<file path="config.mk">
export PLATFORM = sky130hd
export DESIGN_NAME = mem_ctrl_flat
export DESIGN_NICKNAME = d
export VERILOG_FILES = /design/src/rtl/mem_ctrl_if.sv /design/src/rtl/mem_ctrl.sv /design/src/flat_wrapper.sv
export SDC_FILE = /design/constraint.sdc
export NUM_CORES = 1
export LEC_CHECK = 0
export ABC_AREA = 1
export CORE_AREA = 3 3 175 177
export DETAILED_ROUTE_END_ITERATION = 16
export DIE_AREA = 0 0 178 180
export PLACE_DENSITY = 0.62
export REMOVE_ABC_BUFFERS = 1
export SKIP_LAST_GASP = 1
export SLEW_MARGIN = 15
export SYNTH_ARGS = -nofsm -noshare
export SYNTH_HDL_FRONTEND = slang
export SYNTH_SLANG_ARGS = --single-unit
</file>
<file path="constraint.sdc">
create_clock -name clk -period 2.6 [get_ports clk]
set_input_delay 0.39 -clock clk [delete_from_list [all_inputs] [get_ports clk]]
set_output_delay 0.39 -clock clk [all_outputs]
set_load 0.02 [all_outputs]
</file>
<file path="src/rtl/mem_ctrl_if.sv">
// Bundle of every non-clock signal of the memory controller.
//
// The controller serves two requesters over one byte-wide RAM.
//
// Instruction-fetch port:
//   if_req    requester -> ctrl  level request, held until if_done
//   if_addr   requester -> ctrl  fetch byte address
//   if_flush  requester -> ctrl  abort an in-flight fetch (branch redirect)
//   if_done   ctrl -> requester  one-cycle pulse, if_inst valid
//   if_inst   ctrl -> requester  fetched word, little-endian
//
// Load/store port:
//   mem_req   requester -> ctrl  level request, held until mem_done
//   mem_wr    requester -> ctrl  1 = store, 0 = load
//   mem_len   requester -> ctrl  0 = 1 byte, 1 = 2 bytes, 2/3 = 4 bytes
//   mem_addr  requester -> ctrl  load/store byte address
//   mem_wdata requester -> ctrl  store data, byte 0 written first
//   mem_done  ctrl -> requester  one-cycle pulse, access complete
//   mem_rdata ctrl -> requester  load data, zero-extended
//
// RAM side:
//   ram_a     ctrl -> RAM        byte address
//   ram_dout  ctrl -> RAM        write data
//   ram_wr    ctrl -> RAM        write strobe
//   ram_din   RAM -> ctrl        read data, one edge after ram_a is sampled
//
// The slave modport is the controller's view; the master modport is the
// view of the environment (both requesters plus the RAM).
interface mem_ctrl_if;
  logic        if_req;
  logic [31:0] if_addr;
  logic        if_flush;
  logic        if_done;
  logic [31:0] if_inst;

  logic        mem_req;
  logic        mem_wr;
  logic [1:0]  mem_len;
  logic [31:0] mem_addr;
  logic [31:0] mem_wdata;
  logic        mem_done;
  logic [31:0] mem_rdata;

  logic [31:0] ram_a;
  logic [7:0]  ram_dout;
  logic        ram_wr;
  logic [7:0]  ram_din;

  modport slave (
    input  if_req, if_addr, if_flush,
    input  mem_req, mem_wr, mem_len, mem_addr, mem_wdata,
    input  ram_din,
    output if_done, if_inst,
    output mem_done, mem_rdata,
    output ram_a, ram_dout, ram_wr
  );

  modport master (
    output if_req, if_addr, if_flush,
    output mem_req, mem_wr, mem_len, mem_addr, mem_wdata,
    output ram_din,
    input  if_done, if_inst,
    input  mem_done, mem_rdata,
    input  ram_a, ram_dout, ram_wr
  );
endinterface

</file>
<file path="src/rtl/mem_ctrl.sv">
// Byte-serial memory controller shared by an instruction-fetch port and a
// load/store port. Accesses are moved one byte per cycle over an 8-bit RAM
// whose read data appears one edge after the address is sampled.
//
// Ports:
//   clk  clock
//   rst  synchronous, active-high reset; clears the FSM and every output
//   bus  mem_ctrl_if.slave -- fetch port, load/store port and RAM side
//
// Behaviour in short:
//   - The load/store port has fixed priority over fetches when both are
//     pending in IDLE. A running transaction is never preempted.
//   - Reads of N bytes finish N+1 edges after acceptance, writes N edges
//     after acceptance; the FSM then spends exactly one cycle in DONE with
//     the matching done pulse high, and requests are not sampled there.
//   - if_flush aborts a fetch in IF_RD and blocks fetch acceptance in IDLE.
//   - All outputs are registers written only by the FSM block.
module mem_ctrl (
  input logic       clk,
  input logic       rst,
  mem_ctrl_if.slave bus
);

  typedef enum logic [2:0] {
    IDLE,
    IF_RD,
    MEM_RD,
    MEM_WR,
    DONE
  } state_t;

  state_t      state;
  logic [31:0] base;
  logic [2:0]  nbytes;
  logic [2:0]  step;
  logic [31:0] wdata;
  logic [23:0] rbuf;

  // edge_k numbers the edge about to happen, counting the acceptance edge
  // as 0; step holds edge_k - 1 while a transfer is running.
  logic [2:0]  edge_k;
  logic [31:0] next_a;

  assign edge_k = step + 3'd1;
  // Plain 32-bit addition, so the byte address wraps from 0xFFFFFFFF to 0.
  assign next_a = base + {29'd0, edge_k};

  function automatic logic [2:0] len_bytes(input logic [1:0] len);
    logic [2:0] n;
    case (len)
      2'd0:    n = 3'd1;
      2'd1:    n = 3'd2;
      default: n = 3'd4;
    endcase
    return n;
  endfunction

  // Only the first three bytes are buffered: the final byte of a read is
  // taken straight from ram_din on the completion edge.
  function automatic logic [23:0] put_byte(input logic [23:0] buf_in,
                                           input logic [2:0]  idx,
                                           input logic [7:0]  b);
    logic [23:0] r;
    r = buf_in;
    case (idx)
      3'd0:    r[7:0]   = b;
      3'd1:    r[15:8]  = b;
      default: r[23:16] = b;
    endcase
    return r;
  endfunction

  // Loads shorter than a word leave the upper bytes at zero.
  function automatic logic [31:0] load_word(input logic [2:0]  n,
                                            input logic [23:0] buf_in,
                                            input logic [7:0]  last);
    logic [31:0] w;
    case (n)
      3'd1:    w = {24'd0, last};
      3'd2:    w = {16'd0, last, buf_in[7:0]};
      default: w = {last, buf_in};
    endcase
    return w;
  endfunction

  function automatic logic [7:0] pick_byte(input logic [31:0] w,
                                           input logic [2:0]  idx);
    logic [7:0] b;
    case (idx)
      3'd0:    b = w[7:0];
      3'd1:    b = w[15:8];
      3'd2:    b = w[23:16];
      default: b = w[31:24];
    endcase
    return b;
  endfunction

  always_ff @(posedge clk) begin
    if (rst) begin
      state         <= IDLE;
      base          <= 32'd0;
      nbytes        <= 3'd0;
      step          <= 3'd0;
      wdata         <= 32'd0;
      rbuf          <= 24'd0;
      bus.if_done   <= 1'b0;
      bus.if_inst   <= 32'd0;
      bus.mem_done  <= 1'b0;
      bus.mem_rdata <= 32'd0;
      bus.ram_a     <= 32'd0;
      bus.ram_dout  <= 8'd0;
      bus.ram_wr    <= 1'b0;
    end else begin
      case (state)
        IDLE: begin
          step <= 3'd0;
          if (bus.mem_req) begin
            // Load/store wins; a simultaneous if_flush has no say here.
            base      <= bus.mem_addr;
            nbytes    <= len_bytes(bus.mem_len);
            wdata     <= bus.mem_wdata;
            bus.ram_a <= bus.mem_addr;
            if (bus.mem_wr) begin
              bus.ram_dout <= bus.mem_wdata[7:0];
              bus.ram_wr   <= 1'b1;
              state        <= MEM_WR;
            end else begin
              state <= MEM_RD;
            end
          end else if (bus.if_req && !bus.if_flush) begin
            base      <= bus.if_addr;
            nbytes    <= 3'd4;
            bus.ram_a <= bus.if_addr;
            state     <= IF_RD;
          end
        end

        IF_RD, MEM_RD: begin
          if (state == IF_RD && bus.if_flush) begin
            // Abandon the fetch; partial bytes are simply never published.
            state <= IDLE;
          end else begin
            step <= edge_k;
            if (edge_k < nbytes) begin
              bus.ram_a <= next_a;
            end
            // Byte j shows up on ram_din at edge j+2.
            if (edge_k >= 3'd2 && edge_k <= nbytes) begin
              rbuf <= put_byte(rbuf, edge_k - 3'd2, bus.ram_din);
            end
            if (edge_k == nbytes + 3'd1) begin
              state <= DONE;
              if (state == IF_RD) begin
                bus.if_done <= 1'b1;
                bus.if_inst <= {bus.ram_din, rbuf};
              end else begin
                bus.mem_done  <= 1'b1;
                bus.mem_rdata <= load_word(nbytes, rbuf, bus.ram_din);
              end
            end
          end
        end

        MEM_WR: begin
          if (edge_k < nbytes) begin
            step         <= edge_k;
            bus.ram_a    <= next_a;
            bus.ram_dout <= pick_byte(wdata, edge_k);
          end else begin
            // Stores carry no read data, so mem_rdata keeps its last load.
            bus.ram_wr   <= 1'b0;
            bus.mem_done <= 1'b1;
            state        <= DONE;
          end
        end

        DONE: begin
          bus.if_done  <= 1'b0;
          bus.mem_done <= 1'b0;
          state        <= IDLE;
        end

        default: begin
          state <= IDLE;
        end
      endcase
    end
  end

endmodule

</file>
<file path="src/flat_wrapper.sv">
// flat-port wrapper written by rule: the top's interface ports become plain ports
module mem_ctrl_flat 
  (clk, rst, bus_if_req, bus_if_addr, bus_if_flush, bus_mem_req, bus_mem_wr, bus_mem_len, bus_mem_addr, bus_mem_wdata, bus_ram_din, bus_if_done, bus_if_inst, bus_mem_done, bus_mem_rdata, bus_ram_a, bus_ram_dout, bus_ram_wr);
  mem_ctrl_if bus_i ();
  input logic clk;
  input logic rst;
  input wire logic [$bits(bus_i.if_req)-1:0] bus_if_req;
  input wire logic [$bits(bus_i.if_addr)-1:0] bus_if_addr;
  input wire logic [$bits(bus_i.if_flush)-1:0] bus_if_flush;
  input wire logic [$bits(bus_i.mem_req)-1:0] bus_mem_req;
  input wire logic [$bits(bus_i.mem_wr)-1:0] bus_mem_wr;
  input wire logic [$bits(bus_i.mem_len)-1:0] bus_mem_len;
  input wire logic [$bits(bus_i.mem_addr)-1:0] bus_mem_addr;
  input wire logic [$bits(bus_i.mem_wdata)-1:0] bus_mem_wdata;
  input wire logic [$bits(bus_i.ram_din)-1:0] bus_ram_din;
  output wire logic [$bits(bus_i.if_done)-1:0] bus_if_done;
  output wire logic [$bits(bus_i.if_inst)-1:0] bus_if_inst;
  output wire logic [$bits(bus_i.mem_done)-1:0] bus_mem_done;
  output wire logic [$bits(bus_i.mem_rdata)-1:0] bus_mem_rdata;
  output wire logic [$bits(bus_i.ram_a)-1:0] bus_ram_a;
  output wire logic [$bits(bus_i.ram_dout)-1:0] bus_ram_dout;
  output wire logic [$bits(bus_i.ram_wr)-1:0] bus_ram_wr;
  assign bus_i.if_req = bus_if_req;
  assign bus_i.if_addr = bus_if_addr;
  assign bus_i.if_flush = bus_if_flush;
  assign bus_i.mem_req = bus_mem_req;
  assign bus_i.mem_wr = bus_mem_wr;
  assign bus_i.mem_len = bus_mem_len;
  assign bus_i.mem_addr = bus_mem_addr;
  assign bus_i.mem_wdata = bus_mem_wdata;
  assign bus_i.ram_din = bus_ram_din;
  assign bus_if_done = bus_i.if_done;
  assign bus_if_inst = bus_i.if_inst;
  assign bus_mem_done = bus_i.mem_done;
  assign bus_mem_rdata = bus_i.mem_rdata;
  assign bus_ram_a = bus_i.ram_a;
  assign bus_ram_dout = bus_i.ram_dout;
  assign bus_ram_wr = bus_i.ram_wr;
  mem_ctrl u_core (.clk(clk), .rst(rst), .bus(bus_i));
endmodule
</file>
---- After elaboration in Yosys (flattened, before gate mapping) ----
Index checks and enable logic that the tools add are counted.
W data, S select, Z words.
storage, ports and cells
  flip-flop bits (word level) ............. 204
  input port bits ......................... 112
cells by class
  add/subtract/negate cells ............... 4
  $lt $le $gt $ge ......................... 3
  equality and inequality tests ........... 21
  multiplexer cells ....................... 37
  bitwise gates (word level) .............. 3
  reductions and logical operators ........ 29
operators with widths
  cell                   count
  $mux W32               4
  $pmux W32 S3           1
  $pmux W32 S2           1
  $add A32 B3 Y32        1
  $reduce_and A4 Y1      8
  $mux W3                9
  $mux W8                3
  $pmux W8 S3            1
  $pmux W3 S3            2
  $pmux W8 S2            1
  $eq A3 B1 Y1 const B   4
  $eq A3 B2 Y1 const B   4
  $mux W1                11
  $ne A2 B2 Y1 const B   5
  $logic_not A3 Y1       3
  $reduce_and A3 Y1      3
  $add A3 B1 Y3 const B  2
  $ne A2 B1 Y1 const B   3
  $pmux W3 S2            1
  $reduce_bool A2 Y1     3
  $reduce_bool A3 Y1     2
  $reduce_and A5 Y1      1
  $pmux W1 S2            2
  $reduce_and A2 Y1      2
  other kinds (15)       20

---- Longest topological paths before layout ----
Gate-level depths: netlist of run 1.
  word-level depth ........................ 6
  mapped depth ............................ 15
  gate-level depth less buffers ........... 15

---- Worst setup path after synthesis of run 1 ----
No wires, ideal clock.
  kind .................................... register to register
  from .................................... register u_core.step[0]
  to ...................................... register u_core.bus.ram_a[8]
  setup time .............................. 70 ps
  arrival time ............................ 2,173 ps
  required time ........................... 2,530 ps
  path slack .............................. 357 ps
  cell stages (with the launch flop) ...... 11
  buffers on the path ..................... 0
  clock period less this slack ............ 2,243 ps
  cells stage by stage .................... dfxtp_1 -> inv_1 -> ha_1 -> inv_1 -> fa_1 -> o21ai_0 -> nand2_1 -> or2_2 -> nand3_1 -> nand2_1 -> a21oi_1
between the ends
  longest elaborated chain between the ends .. 5
ends and longest elaborated chain
  element                                          RTL line                                          RTL
  start, declared                                  mem_ctrl.sv:35                                    logic [2:0] step;
  start signal, assigned                           mem_ctrl.sv:143                                   step <= edge_k;
  start signal, assigned                           mem_ctrl.sv:166                                   step <= edge_k;
  $add A3 B1 Y3 *                                  mem_ctrl.sv:44                                    assign edge_k = step + 3'd1;
  $add A32 B3 Y32 or $lt A3 B3 Y1 (tied branches)  mem_ctrl.sv:46, mem_ctrl.sv:144, mem_ctrl.sv:165
  $mux W32 *                                       mem_ctrl.sv:144, mem_ctrl.sv:165
  $mux W32                                         mem_ctrl.sv:139                                   if (state == IF_RD && bus.if_flush) begin
  $pmux W32 S3 *                                   mem_ctrl.sv:114                                   case (state)
  end signal, assigned                             mem_ctrl.sv:122                                   bus.ram_a <= bus.mem_addr;
  end signal, assigned                             mem_ctrl.sv:145                                   bus.ram_a <= next_a;
  end signal, assigned                             mem_ctrl.sv:167                                   bus.ram_a <= next_a;
  end, declared                                    mem_ctrl_if.sv:55                                 output ram_a, ram_dout, ram_wr
Mark *: on every way between the ends. The rest lies on a longest branch, timed or not. The select of a mux whose other input is x is not followed.
A chain may end at the register's enable or synchronous reset.

---- Worst setup path after layout of run 1 ----
  from .................................... register u_core.step[0]
  to ...................................... register u_core.bus.ram_dout[2]
between the ends
  longest elaborated chain between the ends .. 5
ends and longest elaborated chain
  element                                     RTL line           RTL
  $add A3 B1 Y3 *                             mem_ctrl.sv:44
  $eq A3 B2 Y1, or another cell as far along  mem_ctrl.sv:89     case (idx)
  $pmux W8 S3                                 mem_ctrl.sv:89
  $mux W8                                     mem_ctrl.sv:165    if (edge_k < nbytes) begin
  $pmux W8 S2                                 mem_ctrl.sv:114
  end signal, assigned                        mem_ctrl.sv:124    bus.ram_dout <= bus.mem_wdata[7:0];
  end signal, assigned                        mem_ctrl.sv:168    bus.ram_dout <= pick_byte(wdata, edge_k);
  end, declared                               mem_ctrl_if.sv:55
Marks and branches as above.

==> impl_metrics.yaml, run 1 <==
timing:
  setup_ws_ns: 0.158
  rsz0062_at_grt: "yes"
  fin_setup_tns_ns: 0
  post-route-min-period_ns: 2.44
  fin_crit_sh_pct: 93.9
  setup_viol: 0
  finClkSkew_ns: 0.0124
  tightest_slew_ns: 0.707
  fmax_ghz: 0.410
  slew_violations: 0
  final-hold-violation-count: 0
  max_slew_margin_pct: 52.8
synth:
  netlist_instances: 1392
  seq_area_frac_synth_pct: 42.8
  synth_edf_count: 0
  synth_cell_types: 38
  ys_seq_elements: 204
  async_flop_share_pct: 0
  synth_area_leader_cell: "dfxtp_1"
  synth_area_per_cell_sq_um: 6.86
  yosysWarnings: 0
  syn_area_sq_mm: 0.00955
  synthFlopType: "dfxtp_1"
  synthDominantCellAreaShare_pct: 42.8
  yosys-top-cells-area: "dfxtp_1, nor2_1, nand2_1"
clocking:
  cts_hold_buf: 0
  clock_latency_ns: 0.50
  cts_tree: "done"
  htreeDepth: 1
  cts.sinks: 204
  path_clk_slew_ns: 0.06
  cts-root-buf: "clkbuf_16"
  clockBufferDepth: 3
  numCtsBuffers: 23
  post_cts.repair.setup_buffers: 0
cells_and_area:
  final_cell_mix: "nor2_1, nand2_1, clkdlybuf4s50_1"
  drive_gt1_share_pct: 6.93
  fillers: 3031
  nets: 1716
  final_common_cell: "nor2_1"
  fin_area_sq_mm: 0.0129
  area_growth_pct: 35.6
  antenna_cells: 0
drt:
  dr.pass1.iters: 5
  viasPerCell: 4.87
  drt_iter0_drc: 708
  ant_nets: 0
  vias: 9698
  drc: 0
  wire_per_inst_um: 15.4
  routed_wl_mm: 30.7
die:
  die_height_um: 180
  dieArea_sq_mm: 0.0320
  fp.coreArea_sq_mm: 0.0294
  fp.dieW_um: 178
  row_count: 63
  start_util_pct: 32.5
  ios: 219
job:
  cap_viol_max_count: 0
critical_path:
  r2r_start: "u_core.step[0]"
  rr_worst_depth: 12
  critPathMaxFanout: 12
  required_ns: 3.00
  reg2reg_slack_ns: 0.16
  crit_path_end_kind: "flip-flop"
  critPathArrivalTime_ns: 2.84
  r2r-end: "u_core.bus.ram_dout[2]"
  critPathKind: "flip-flop to flip-flop"
  startpoint_type: "flip-flop"
min_path:
  hp-start: "rst"
  hold_class: "input pin to flip-flop"
  min_delay_path_depth: 4
  min_to: "u_core.base[13]"
grt:
  gr-max-usage-layer: "met2"
  grt_usage_pct: 18.6
  grtUsageMet2_pct: 29.6
  grt_antenna_before_repair: 0
  grt_max_degree: 73
  grt_pass1_wl_mm: 48.8
  use_met1_pct: 25.8
  grt_use_met3_pct: 3.72
  overflow: 0
  grt_pass1_vias: 9147
pwr:
  power_density_mw_per_mm2: 1080
  p_total_w: 0.0140
  p_leak_nw: 5.05
  max-vdd-ir-drop_mv: 0.446
placement:
  port_buffers: 218
  placed_area_sq_mm: 0.0122
  pre_cts_ws_ns: 0.143
  dp_hpwl_mm: 21.9
  gp_congestion: 0.901
run_status:
  status: "complete, no violations"
-- routing by layer --
metal	vias to the layer above	part of all wire [%]
met5	-	0
met4	0	2.2
met3	46	6.8
met2	295	45
met1	4390	46
li1	4967	-
-- flip-flops by register name, summed over array words and instances, names as in the netlist, 3 cells and up --
name and cells:
u_core.bus.ram_dout 8, u_core.bus.mem_rdata 32, u_core.wdata 32, u_core.nbytes 3, u_core.state 3, u_core.rbuf 24
u_core.base 32, u_core.bus.ram_a 32, u_core.bus.if_inst 32, u_core.step 3
-- stage by stage --
stage	instances	hold WS, ns	util, %
after global placement	1953	0.440	41.4
final	1991	0.447	44.0
after CTS	1991	0.439	44.0
after detailed placement	1953	0.441	41.4
after global routing	1991	0.477	44.0
after floorplan	1317	0.427	-
-- worst max path at each step --
stage / from / end / cells after the start
floorplan: u_core.step[0] / u_core.bus.ram_a[4] / 11
global placement: u_core.step[0] / u_core.bus.ram_a[8] / 10
detailed placement: u_core.step[0] / u_core.bus.ram_a[8] / 10
CTS: u_core.step[0] / u_core.bus.ram_a[8] / 10
global route: u_core.step[0] / u_core.bus.ram_a[31] / 12
finish: u_core.step[0] / u_core.bus.ram_dout[2] / 12
-- what timing repair did --
action | in CTS | in global routing
setup endpoints to repair | 0 | 26
hold endpoints to repair | 0 | 0
gates resized for setup | 0 | 9
-- Yosys cell counts (all sizes together) (8+ instances only) --
cell type,number
a21oi,121
o21ai,222
mux2i,8
nand2,261
clkbuf,45
nor2,291
ha,15
nand3,56
or2,13
inv,78
dfxtp,204
buf,30
a31oi,14
-- final cells by class --
cell class              instances  area, sq um  share of cell area [%]
clock buffers                  32          659                    5.09
multi-input cells            1034         4860                    37.6
repair buffers                246         2460                    19.0
clock inverters                 6         82.6                   0.638
well taps                     390          488                    3.77
inverters                      79          303                    2.34
flip-flops and latches        204         4090                    31.6
-- critical path, stage by stage, from the launching register on --
cell	delay [ns]
dfxtp_2	0.34
ha_1	0.21
ha_1	0.38
ha_1	0.36
nand2_1	0.11
nand2_1	0.07
nor2_2	0.14
nand2_1	0.09
a21oi_1	0.15
buf_4	0.20
inv_1	0.11
nor2_1	0.12
nor2_1	0.05
-- power breakdown --
part	internal [W]	switching [W]	leakage [nW]
Sequential	0.00404	0.000654	1.67
Clock	0.00195	0.00126	0.364
Combinational	0.00239	0.00371	3.01
-- cells by family (layout without fill, tap and decap cells) --
logic type      count (synthesis)  in the layout  share of synthesized area (%)
compound gates                367            367                           19.7
flops                         204            204                           42.8
fa+ha+maj                      16             16                           2.18
mux                             8              8                          0.839
xor+xnor                       12             12                           1.10
buf+inv                       154            363                           6.50
simple gates                  631            631                           26.9
Note: power is estimated with default switching activity, not from simulation.
==> run 2: changes to the inputs <==
Settings changed: ABC_AREA 1 to unset, CORE_AREA 3 3 175 177 to 3 3 171 173, DIE_AREA 0 0 178 180 to 0 0 174 176, RECOVER_POWER set to 25, SETUP_SLACK_MARGIN set to 0.05.
==> run 2 against run 1 <==
  * Largest power group unchanged
  * Combinational power is 11% lower
  * Non-clock buffer count is 39 higher
  * Global-route usage is 1.1 points lower
  * Total power decreased by 8.1%
  * Utilization increased by 3.3 points
==> impl_metrics.yaml, run 2 <==
timing:
  post-route-min-period_ns: 2.55
  whs_ns: 0.406
  tightest_slew_ns: 1.07
  fin_crit_sh_pct: 98.1
  fmax_ghz: 0.392
  fin_setup_tns_ns: 0
  setup_viol: 0
  final-hold-violation-count: 0
  slew_violations: 0
  rsz0062_at_grt: "yes"
  max_slew_margin_pct: 28.4
  finClkSkew_ns: 0.0130
grt:
  grt_antenna_before_repair: 2
  grt_pass1_vias: 8400
  grt_pass1_wl_mm: 44.3
  grt_usage_pct: 17.5
  grt_max_degree: 94
  overflow: 0
placement:
  dp_hpwl_mm: 19.8
  placed_area_sq_mm: 0.0121
  port_buffers: 218
  gp_congestion: 0.823
synth:
  ys_seq_elements: 204
  yosys-top-cells-area: "dfxtp_1, nand2_1, a21oi_1"
  synth_cell_types: 57
  yosysMostFrequentCell: "nand2_1"
  synthTopCellsByCount: "nand2_1, dfxtp_1, a21oi_1"
  async_flop_share_pct: 0
  seq_area_frac_synth_pct: 44.5
  synthFlopType: "dfxtp_1"
  syn_area_sq_mm: 0.00917
  netlist_instances: 1114
  synthDominantCellAreaShare_pct: 44.5
  synth_area_leader_cell: "dfxtp_1"
  synth_area_per_cell_sq_um: 8.23
  synth_edf_count: 0
  yosysWarnings: 0
die:
  dieArea_sq_mm: 0.0306
  die_height_um: 176
  ios: 219
  fp.dieW_um: 174
  row_count: 61
  fp.coreArea_sq_mm: 0.0278
  start_util_pct: 33.0
cells_and_area:
  multiInputGateArea_sq_mm: 0.00494
  nets: 1471
  final_util_pct: 47.3
  area_growth_pct: 43.3
  regArea_sq_mm: 0.00409
  fin_area_sq_mm: 0.0131
  final_common_cell: "nand2_1"
  drive_gt1_share_pct: 11.0
  fillers: 2677
  final_cell_mix: "nand2_1, dfxtp_1, clkdlybuf4s50_1"
critical_path:
  required_ns: 2.97
  crit_path_end_kind: "flip-flop"
  r2r-end: "u_core.bus.if_inst[5]"
  critPathArrivalTime_ns: 2.92
  critPathMaxFanout: 16
  rr_worst_depth: 9
  reg2reg_slack_ns: 0.05
  r2r_start: "u_core.step[0]"
  critPathKind: "flip-flop to flip-flop"
  startpoint_type: "flip-flop"
min_path:
  min_to: "u_core.base[15]"
  min_delay_path_depth: 2
  hp-start: "rst"
  hold_class: "input pin to flip-flop"
clocking:
  cts_tree: "done"
  numCtsBuffers: 23
  clockBufferDepth: 3
  cts-root-buf: "clkbuf_16"
  cts_hold_buf: 0
  htreeDepth: 1
  clock_latency_ns: 0.50
  cts.sinks: 204
  path_clk_slew_ns: 0.06
pwr:
  p_total_w: 0.0129
  p_sw_share_pct: 37.5
  power_frac_comb_pct: 41.9
  cell_internal_pwr_w: 0.00805
  switching_power_w: 0.00483
  max-vdd-ir-drop_mv: 0.437
  p_clk_share_pct: 24.6
  p_leak_nw: 5.15
  seq_power_share_pct: 33.5
  power_density_mw_per_mm2: 980
drt:
  dr.pass1.iters: 5
  drc: 0
  vias: 8841
  routedLengthMet1_mm: 12.7
  topRoutingLayerUsed: "met5"
  viasPerCell: 5.09
  wl_met3_mm: 2.10
  ant_nets: 0
  met2_length_mm: 13.2
  routed_wl_mm: 28.7
  drt_iter0_drc: 777
  wire_per_inst_um: 16.6
job:
  cap_viol_max_count: 0
run_status:
  status: "complete, no violations"
-- run 2: cell count changes after synthesis, moves of 25 or more --
cell and change:
a211oi_1 +25, inv_1 -52, mux2i_1 +50, nand2_1 -45, nor2_1 -183, nor3_1 +27
o21ai_0 -167, o21ai_1 -36
-- run 2: what timing repair did --
| item | in CTS | in global routing |
|---|---|---|
| cloned | 0 | 3 |
| pin swaps | 0 | 7 |
| setup endpoints to repair | 101 | 101 |
| resized for setup | 7 | 40 |
| setup buffers | 0 | 4 |
| endpoints found under the hold margin | 0 | 0 |
-- run 2: cell families (layout without fill, tap and decap cells) --
kind of cell / count (synthesis) / count (layout) / synth area share [%]
buf+inv: 97 / 340 / 4.23
other cells: 0 / 1 / 0
compound gates: 269 / 269 / 18.5
fa+ha+maj: 16 / 16 / 2.27
xor+xnor: 21 / 21 / 2.17
mux: 60 / 60 / 6.58
simple gates: 447 / 447 / 21.7
flops: 204 / 204 / 44.5
-- run 2: stage by stage --
step | instances | setup WS [ns]
3_3_place_gp | 1689 | -0.00807
4_1_cts | 1728 | 0.0168
6_report | 1736 | 0.0492
5_1_grt | 1736 | -0.0148
2_1_floorplan | 1033 | -0.954
3_5_place_dp | 1689 | -0.108
-- run 2: cell type report --
cell class / instances / share of cell area [%]
clock buffers: 33 / 4.90
repair buffers: 285 / 21.7
well taps: 378 / 3.60
multi-input cells: 813 / 37.6
inverters: 16 / 0.457
flip-flops and latches: 204 / 31.1
clock inverters: 6 / 0.638
diodes: 1 / 0.0190
-- run 2: routing by layer --
| layer | up-vias | global-route usage [%] |
|---|---|---|
| li1 | 4389 | - |
| met3 | 46 | 4.28 |
| met5 | - | 0 |
| met2 | 286 | 28.4 |
| met4 | 2 | 5.06 |
| met1 | 4118 | 23.2 |
-- run 2: how the worst max path moves through the flow --
stage | startpoint | end | slack [ns] | cells after the start
floorplan | u_core.step[0] | u_core.bus.if_inst[0] | -0.95 | 7
global placement | u_core.step[0] | u_core.bus.ram_a[28] | -0.008 | 9
detailed placement | u_core.step[0] | u_core.bus.ram_a[28] | -0.11 | 9
CTS | u_core.step[1] | u_core.bus.ram_a[28] | 0.02 | 10
global route | u_core.step[0] | u_core.bus.if_inst[5] | -0.01 | 9
finish | u_core.step[0] | u_core.bus.if_inst[5] | 0.05 | 9
-- run 2: critical path, cell delays in order (launching register included) --
cell       delay, ns
dfxtp_2         0.33
ha_1            0.22
ha_4            0.30
xor3_1          0.21
or3_4           0.38
buf_4           0.17
or3_4           0.43
clkbuf_16       0.21
nand2_1         0.08
a21oi_1         0.07
-- run 2: power by group through the flow --
stage | sequential [W] | clock, W | combinational [W]
finish | 0.00431 | 0.00316 | 0.00540
global route | 0.00441 | 0.00335 | 0.00593
CTS | 0.00432 | 0.00323 | 0.00522
detailed placement | 0.00437 | 0 | 0.00519
global placement | 0.00435 | 0 | 0.00514
floorplan | 0.00471 | 0 | 0.00237
